<file path="src/rtl/hamming_secded_ctrl.sv">
// hamming_secded_ctrl: sequenced (8,4) SECDED encode, error injection, decode/correct, timed hold, saturating stats.
// Define HAMMING_CTRL_AUTO_EN for the self-running demo sweep of data words and injection masks.
module hamming_secded_ctrl #(
  parameter int HOLD_CYCLES = 27_000_000,
  parameter int CNT_W = 8
) (
  input  logic             clk,
  input  logic             rst_n,
  input  logic             start,
  input  logic [3:0]       data_in,
  input  logic [7:0]       err_mask,
  output logic             busy,
  output logic             done,
  output logic [7:0]       cw_tx,
  output logic [7:0]       cw_rx,
  output logic [2:0]       syn,
  output logic [1:0]       status,
  output logic [3:0]       data_out,
  output logic [CNT_W-1:0] corr_cnt,
  output logic [CNT_W-1:0] dbl_cnt
);
  typedef enum logic [1:0] {IDLE, ENC, CHK, HOLD} state_t;
  localparam int HW = $clog2(HOLD_CYCLES + 1);
  state_t state;
  logic [HW-1:0] hcnt;
  logic [3:0] d_q;
  logic [7:0] m_q;
  logic [7:1] enc_hi;
  logic [7:0] enc;
  logic [7:0] corr;
  logic [2:0] syn_c;
  logic ov;
  logic hold_end;
  logic req;
  logic [3:0] req_data;
  logic [7:0] req_mask;
  assign enc_hi = {d_q[3], d_q[2], d_q[1], d_q[1] ^ d_q[2] ^ d_q[3], d_q[0],
                   d_q[0] ^ d_q[2] ^ d_q[3], d_q[0] ^ d_q[1] ^ d_q[3]};
  assign enc = {enc_hi, ^enc_hi};
  assign syn_c = {^{cw_rx[4], cw_rx[5], cw_rx[6], cw_rx[7]},
                  ^{cw_rx[2], cw_rx[3], cw_rx[6], cw_rx[7]},
                  ^{cw_rx[1], cw_rx[3], cw_rx[5], cw_rx[7]}};
  assign ov = ^cw_rx;
  // Single error: syndrome addresses the bad bit, 0 meaning the overall parity bit itself
  assign corr = ov ? cw_rx ^ (8'd1 << syn_c) : cw_rx;
  assign hold_end = (state == HOLD) && (hcnt == HW'(HOLD_CYCLES - 1));
`ifdef HAMMING_CTRL_AUTO_EN
  localparam logic [87:0] MASKS = {8'h06, 8'h03, 8'h80, 8'h40, 8'h20, 8'h10,
                                   8'h08, 8'h04, 8'h02, 8'h01, 8'h00};
  logic [3:0] a_idx;
  logic [3:0] m_idx;
  logic unused_ext;
  assign unused_ext = ^{start, data_in, err_mask};
  assign req = 1'b1;
  assign req_data = a_idx;
  assign req_mask = MASKS[{m_idx, 3'b000} +: 8];
  always_ff @(posedge clk or negedge rst_n)
    if (!rst_n) begin
      a_idx <= '0;
      m_idx <= '0;
    end else if (hold_end) begin
      a_idx <= a_idx + 4'd1;
      m_idx <= (m_idx == 4'd10) ? 4'd0 : m_idx + 4'd1;
    end
`else
  assign req = start;
  assign req_data = data_in;
  assign req_mask = err_mask;
`endif
  always_ff @(posedge clk or negedge rst_n)
    if (!rst_n) begin
      state <= IDLE;
      hcnt <= '0;
      d_q <= '0;
      m_q <= '0;
      busy <= 1'b0;
      done <= 1'b0;
      cw_tx <= '0;
      cw_rx <= '0;
      syn <= '0;
      status <= '0;
      data_out <= '0;
      corr_cnt <= '0;
      dbl_cnt <= '0;
    end else begin
      done <= 1'b0;
      case (state)
        IDLE: if (req) begin
          state <= ENC;
          busy <= 1'b1;
          d_q <= req_data;
          m_q <= req_mask;
        end
        ENC: begin
          cw_tx <= enc;
          cw_rx <= enc ^ m_q;
          state <= CHK;
        end
        CHK: begin
          syn <= syn_c;
          status <= ov ? 2'b01 : (|syn_c ? 2'b10 : 2'b00);
          data_out <= {corr[7:5], corr[3]};
          if (ov && !(&corr_cnt)) corr_cnt <= corr_cnt + 1'b1;
          if (!ov && |syn_c && !(&dbl_cnt)) dbl_cnt <= dbl_cnt + 1'b1;
          done <= 1'b1;
          hcnt <= '0;
          state <= HOLD;
        end
        HOLD: if (hold_end) begin
          state <= IDLE;
          busy <= 1'b0;
        end else hcnt <= hcnt + 1'b1;
        default: state <= IDLE;
      endcase
    end
endmodule
</file>
<file path="config.mk">
export PLATFORM = sky130hd
export DESIGN_NAME = hamming_secded_ctrl
export DESIGN_NICKNAME = d
export VERILOG_FILES = /design/src/rtl/hamming_secded_ctrl.sv
export SDC_FILE = /design/constraint.sdc
export NUM_CORES = 1
export LEC_CHECK = 0
export CAP_MARGIN = 20
export CELL_PAD_IN_SITES_DETAIL_PLACEMENT = 1
export CELL_PAD_IN_SITES_GLOBAL_PLACEMENT = 1
export CORE_AREA = 4 4 102 104
export CTS_BUF_LIST = sky130_fd_sc_hd__clkbuf_8
export CTS_CLUSTER_SIZE = 40
export DETAILED_ROUTE_END_ITERATION = 8
export DIE_AREA = 0 0 106 108
export GPL_TIMING_DRIVEN = 0
export PLACE_DENSITY_LB_ADDON = 0.1
export SYNTH_ARGS = -nofsm -noshare
export SYNTH_HDL_FRONTEND = slang
export SYNTH_SLANG_ARGS = --single-unit
</file>
<file path="constraint.sdc">
create_clock -name clk -period 4 [get_ports clk]
set_clock_uncertainty 0.2 [all_clocks]
set_input_delay 1 -clock clk [delete_from_list [all_inputs] [get_ports clk]]
set_output_delay 1 -clock clk [all_outputs]
set_load 0.1 [all_outputs]
</file>
==> results.ini <==
[power_and_ir_drop]
p_per_area_nw_per_um2=298.7
clkPwrFrac_pct=44.4
ir_drop_mv=0.1507
internal-power_mw=1.213
comb_power_share_pct=2.2
p_seq_share_pct=53.4
p_sw_share_pct=21.73
p_switching_mw=0.3367
power.total_mw=1.550
p_leak_nw=2.245

[logic_synthesis]
synthCells=402
yosysSeqAreaShare_pct=48.88
synth_edf_count=0
synthArstFlopShare_pct=100.0
synthesis.nets=424
synth_warnings=0
synth-seq-cells=82
ys_types=42
synth_area_um2=4198
synth_ff_type=dfrtp_1
syn_avg_cell_area_um2=10.44

[final_layout]
fin_nets=493
post-route-util_pct=54.32
stdcell_area_um2=5187
syn_to_final_growth_pct=23.58
layout_common_cells=dfrtp_1, clkdlybuf4s50_1, nand2_1
post_route_cells_drive_above_1_share_pct=11.97
final_common_cell=dfrtp_1
stdcell_count=609
n_antenna_cell=0

[routing]
wire_per_inst_um=16.14
drtIter0Drc=141
drc=0
drt_pass1_iterations=4
vias=3200
finalWirelength_mm=9.832
vias_per_cell=5.255
antenna_left=0

[global_routing]
grt-ovfl-total=0
grt_util_all_layers_pct=18.33
grt_antenna_before_repair=0
grt_start_max_net_pins=64
grt_pass1_wl_mm=16.80
grt_pass1_vias=3364

[setup_path]
slowest_delay_ps=1190
r2r_start=hcnt[0]$_DFFE_PN0P_
critPathLaunch=cw_rx[2]$_DFFE_PN0N_
rr_worst_depth=7
cp-start-kind=flop
critical_path_class=flop to output port
required_ps=2800
critPathArrivalTime_ps=2060
reg2reg_slack_ps=1330
critPathCaptureType=output port
path_cells=clkdlybuf4s50_1
cpLargestDelayFamily=buffers and inverters
crit_path_max_fanout=5
reg2reg_to=state[1]$_DFFE_PN0P_
cp_slowest_cell=clkdlybuf4s50_1
crit_buf_inv=1

[clock_network]
htreeDepth=3
cts_tree=built
root_buffer=clkbuf_8
clkSinkCount=82
cts_made_buffers=9
worstSkewPairLatency_ps=360
path_clk_slew_ps=90
cts_resized=0
cts_setup_buffers=0
clk_path_buf_depth=2
ctsHoldBuffers=0

[min_path]
worstHoldPathCells=1
hold_start=corr_cnt[5]$_DFFE_PN0P_
min_to=corr_cnt[5]$_DFFE_PN0P_
hold_class=flop to flop

[placed_design]
place_congestion=0.8221
dp.cells=593
place.detailed.hpwl_mm=7.048
placedInstanceArea_um2=4960
port_buffers=57

[timing]
fin_crit_sh_pct=81.47
relSlewSlack_pct=32.42
rsz0062_at_grt=no
hold_viol_final=0
period_needed_ps=3259
slew_viol_final=0
setup_viol=0
fmax_mhz=306.8
worst_slew_pin_slew_ps=1011

[floorplan]
die_w_um=106
fp.coreArea_um2=9549
fp.dieH_um=108
num_rows=36
io_pins=58
dieArea_um2=11450
start_util_pct=43.96

[run]
maxCapViolCount=0

[status]
status=finished, final reports clean

==> power groups by stage <==
stage          sequential [mW]  clock, mW  combinational (mW)
2_1_floorplan            0.845          0            0.000792
3_3_place_gp             0.845          0              0.0318
3_5_place_dp             0.845          0              0.0361
4_1_cts                  0.828      0.709              0.0359
5_1_grt                  0.828      0.745              0.0387
6_report                 0.828      0.687              0.0341
==> kinds of logic after synthesis <==
kind of cell               count (synthesis)  synth area share (%)
AOI/OAI and AO/OA                         62                 9.121
xor gates and xnor gates                  61                 13.44
adders and majority gates                  7                 2.086
buffers and inverters                     25                 2.444
DFF                                       82                 48.88
muxes                                     28                 7.452
and+or+nand+nor                          137                 16.57
==> cells in the mapped netlist, types with 3 or more instances <==
library cell | count | area (um2)
dfrtp_1 | 82 | 2052
nand2_1 | 34 | 127.6
xnor2_1 | 33 | 289.0
nor2_1 | 29 | 108.9
mux2_2 | 26 | 292.8
a21oi_1 | 24 | 120.1
xor2_1 | 24 | 210.2
nand3_1 | 19 | 95.09
clkbuf_1 | 15 | 56.30
nand4_1 | 14 | 87.58
o21ai_0 | 14 | 70.07
and3_1 | 7 | 43.79
ha_1 | 7 | 87.58
nor3_1 | 7 | 35.03
o211ai_1 | 6 | 45.04
and4_1 | 5 | 43.79
inv_1 | 5 | 18.77
nor4_1 | 5 | 31.28
buf_2 | 4 | 20.02
nor4b_1 | 4 | 35.03
o311ai_0 | 4 | 35.03
and2_1 | 3 | 18.77
nor2b_1 | 3 | 18.77
xor2_2 | 3 | 48.80
==> worst max path at each step <==
stage	slack, ps	end	cells past startpoint
6_report	740	cw_rx[2]	1
3_3_place_gp	-1300	cw_tx[7]$_DFFE_PN0N_	1
5_1_grt	660	cw_rx[2]	1
4_1_cts	700	cw_rx[2]	1
3_5_place_dp	1120	cw_rx[2]	1
2_1_floorplan	1140	dbl_cnt[1]$_DFFE_PN0P_	6
==> final cells by class <==
cell class | instances | area [um2]
repair buffers | 58 | 595.6
multi-input cells | 295 | 2043
clock buffers | 10 | 137.6
fillers | 1064 | 4362
plain buffers | 20 | 83.83
flip-flops and latches | 82 | 2052
well taps | 133 | 166.4
inverters | 5 | 18.77
clock inverters | 6 | 90.09
==> routing by layer <==
metal  share of wire [%]  up-vias  track usage (%)
li1                    -     1554                -
met1                  49     1573            25.47
met2                  45       63            28.37
met3                 5.3       10            4.896
met4                 1.2        0            5.458
met5                   0        -                0
==> flip-flops by register name, indices dropped and copies added (netlist names) <==
signal,flops
data_out,4
m_q,8
done,1
hcnt,25
syn,3
d_q,4
cw_tx,8
dbl_cnt,8
status,2
state,2
busy,1
corr_cnt,8
cw_rx,8
==> per-stage QoR <==
step | setup slack (ps) | hold slack, ps | TNS, ps
global placement | -1301 | 280.3 | -106300
finish | 741.0 | 304.4 | 0
CTS | 704.0 | 304.1 | 0
floorplan | 1145 | 271.4 | 0
detailed placement | 1117 | 292.1 | 0
global route | 662.7 | 310.3 | 0
Note: power is estimated with default switching activity, not from simulation.
==> RTL edit: new RTL, config.mk and constraints unchanged <==
The 4 states of `state_t` get a one-hot encoding in 4 bits.
--- a/src/rtl/hamming_secded_ctrl.sv
+++ b/src/rtl/hamming_secded_ctrl.sv
@@ -21,3 +21,3 @@
 );
-  typedef enum logic [1:0] {IDLE, ENC, CHK, HOLD} state_t;
+  typedef enum logic [3:0] {IDLE = 4'b0001, ENC = 4'b0010, CHK = 4'b0100, HOLD = 4'b1000} state_t;
   localparam int HW = $clog2(HOLD_CYCLES + 1);
Behaviour: no difference found for any inputs over 10 cycles, from zero or initial values and one cycle with rst_n low; not proved beyond that.
==> RTL edit against the original RTL <==
Synthesized area fell by 0.48%. Sequential cell count rose by 2. Cell area fell by 0.77%. Via count rose by 3.5%. Count of clock-buffer cells in the layout rose by 1. Wire length rose by 5.0%. Worst setup slack improved by 0.063 ns. Utilization fell by 0.42 points. Non-clock buffer count rose by 1. Critical path depth did not move. Critical path type unchanged. Highest routed layer unchanged.
Power is not compared: it rests on default switching activity, and its combinational part moved more than twofold at a synthesized area within 25%.
==> RTL edit: results (changes against the original RTL) <==
\begin{tabular}{lr}
\hline
Metric & Value \\
\hline
\multicolumn{2}{l}{\textbf{Global routing}} \\
\quad Global-route wire length before repair & 17.7 mm (+5.6\%) \\
\quad Global router's overall resource usage & 19.4\% (+1.1 points) \\
\quad Vias in the first global route & 3626 (+7.8\%) \\
\multicolumn{2}{l}{\textbf{Placement}} \\
\quad Post-DP Area & 4940 sq um (-0.30\%) \\
\quad Detailed Place HPWL & 7.47 mm (+5.9\%) \\
\quad Final weighted congestion of routability-driven global placement & 0.773 (-6.0\%) \\
\multicolumn{2}{l}{\textbf{Synth}} \\
\quad Post-synthesis cell type count & 50 (+19\%) \\
\quad Dominant cells by area after synthesis & dfrtp\_1 50\%, xor2\_1 6.1\%, nand2\_1 4.9\%, mux2\_2 4.3\%, o21ai\_0 4.2\% \\
\quad Post-Synthesis Net Count & 425 (+0.24\%) \\
\quad Sequential element share of the synthesized area & 50.3\% (+1.5 points) \\
\multicolumn{2}{l}{\textbf{Final layout}} \\
\quad Proportion of layout cells with a drive suffix above 1 & 14.3\% (+2.3 points) \\
\quad Number of nets in the layout & 495 (+0.41\%) \\
\multicolumn{2}{l}{\textbf{Worst hold path}} \\
\quad Hold Crit Endpoint & cw\_tx[3]\$\_DFFE\_PN0P\_ \\
\quad Worst min-delay path startpoint & cw\_tx[3]\$\_DFFE\_PN0P\_ \\
\multicolumn{2}{l}{\textbf{Worst setup path}} \\
\quad Arrival @ worst endpoint & 2.00 ns (-0.06 ns) \\
\quad Worst reg2reg path depth & 6 (-1) \\
\quad Dominant delay contributor by cell family on the critical path & buffers and inverters \\
\quad Terminus of the critical flop-to-flop path & dbl\_cnt[1]\$\_DFFE\_PN0P\_ \\
\quad Reg-to-Reg Start & cw\_rx[7]\$\_DFFE\_PN0P\_ \\
\quad Largest fanout of any net on the critical path & 6 (+1) \\
\multicolumn{2}{l}{\textbf{Route}} \\
\quad Detail-routed via count per cell & 5.39 (+2.5\%) \\
\quad Number of DRC markers in iteration 0 & 176 (+25\%) \\
\quad Routed wire length & 10.3 mm (+5.0\%) \\
\multicolumn{2}{l}{\textbf{Outcome}} \\
\quad Outcome & finished, final reports clean \\
\multicolumn{2}{l}{\textbf{STA}} \\
\quad Measured slew at the worst slew-check pin & 1.01 ns (-0.00259 ns) \\
\hline
\end{tabular}
-- RTL edit: kinds of logic after synthesis --
family / synth area share, %
AOI/OAI and AO/OA: 11.3
and+or+nand+nor: 19.5
buffers and inverters: 3.38
xor gates and xnor gates: 10.3
DFF: 50.3
muxes: 4.31
adders and majority gates: 0.899
-- RTL edit: final cells by class --
type	instances	area [sq um]
fillers	1089	4400
well taps	133	166
clock buffers	11	151
repair buffers	59	601
plain buffers	20	130
inverters	3	11.3
clock inverters	5	51.3
flip-flops and latches	84	2100
multi-input cells	300	1930
-- RTL edit: power by group through the flow --
| stage | clock, uW | combinational [uW] | sequential, uW |
|---|---|---|---|
| 2_1_floorplan | 0 | 961 | 2110 |
| 3_3_place_gp | 0 | 2380 | 1250 |
| 3_5_place_dp | 0 | 2430 | 1260 |
| 4_1_cts | 660 | 2440 | 1250 |
| 5_1_grt | 693 | 2600 | 1270 |
| 6_report | 642 | 2420 | 1240 |
-- RTL edit: how the worst max path moves through the flow --
stage | startpoint | to
4_1_cts | corr_cnt[2]$_DFFE_PN0P_ | corr_cnt[2]
3_3_place_gp | rst_n | corr_cnt[2]$_DFFE_PN0P_
2_1_floorplan | cw_rx[6]$_DFFE_PN0P_ | dbl_cnt[1]$_DFFE_PN0P_
3_5_place_dp | start | m_q[4]$_DFFE_PN0P_
6_report | dbl_cnt[3]$_DFFE_PN0P_ | dbl_cnt[3]
5_1_grt | corr_cnt[2]$_DFFE_PN0P_ | corr_cnt[2]
-- RTL edit: metrics by stage --
step / setup slack [ns] / hold slack, ns / power (uW) / TNS [ns] / cells
after floorplan: 1.02 / 0.244 / 3070 / 0 / 407
after global placement: -1.45 / 0.260 / 3630 / -120.10 / 597
after detailed placement: 0.750 / 0.272 / 3690 / 0 / 599
after CTS: 0.780 / 0.292 / 4350 / 0 / 615
after global routing: 0.741 / 0.314 / 4560 / 0 / 615
final: 0.804 / 0.285 / 4300 / 0 / 615
-- RTL edit: metal layers --
layer	vias up	routed length [um]	GRT usage, %
met4	0	167	7.40
met2	47	5210	32.8
li1	1588	-	-
met3	13	326	3.34
met1	1664	4620	25.0
met5	-	0	0
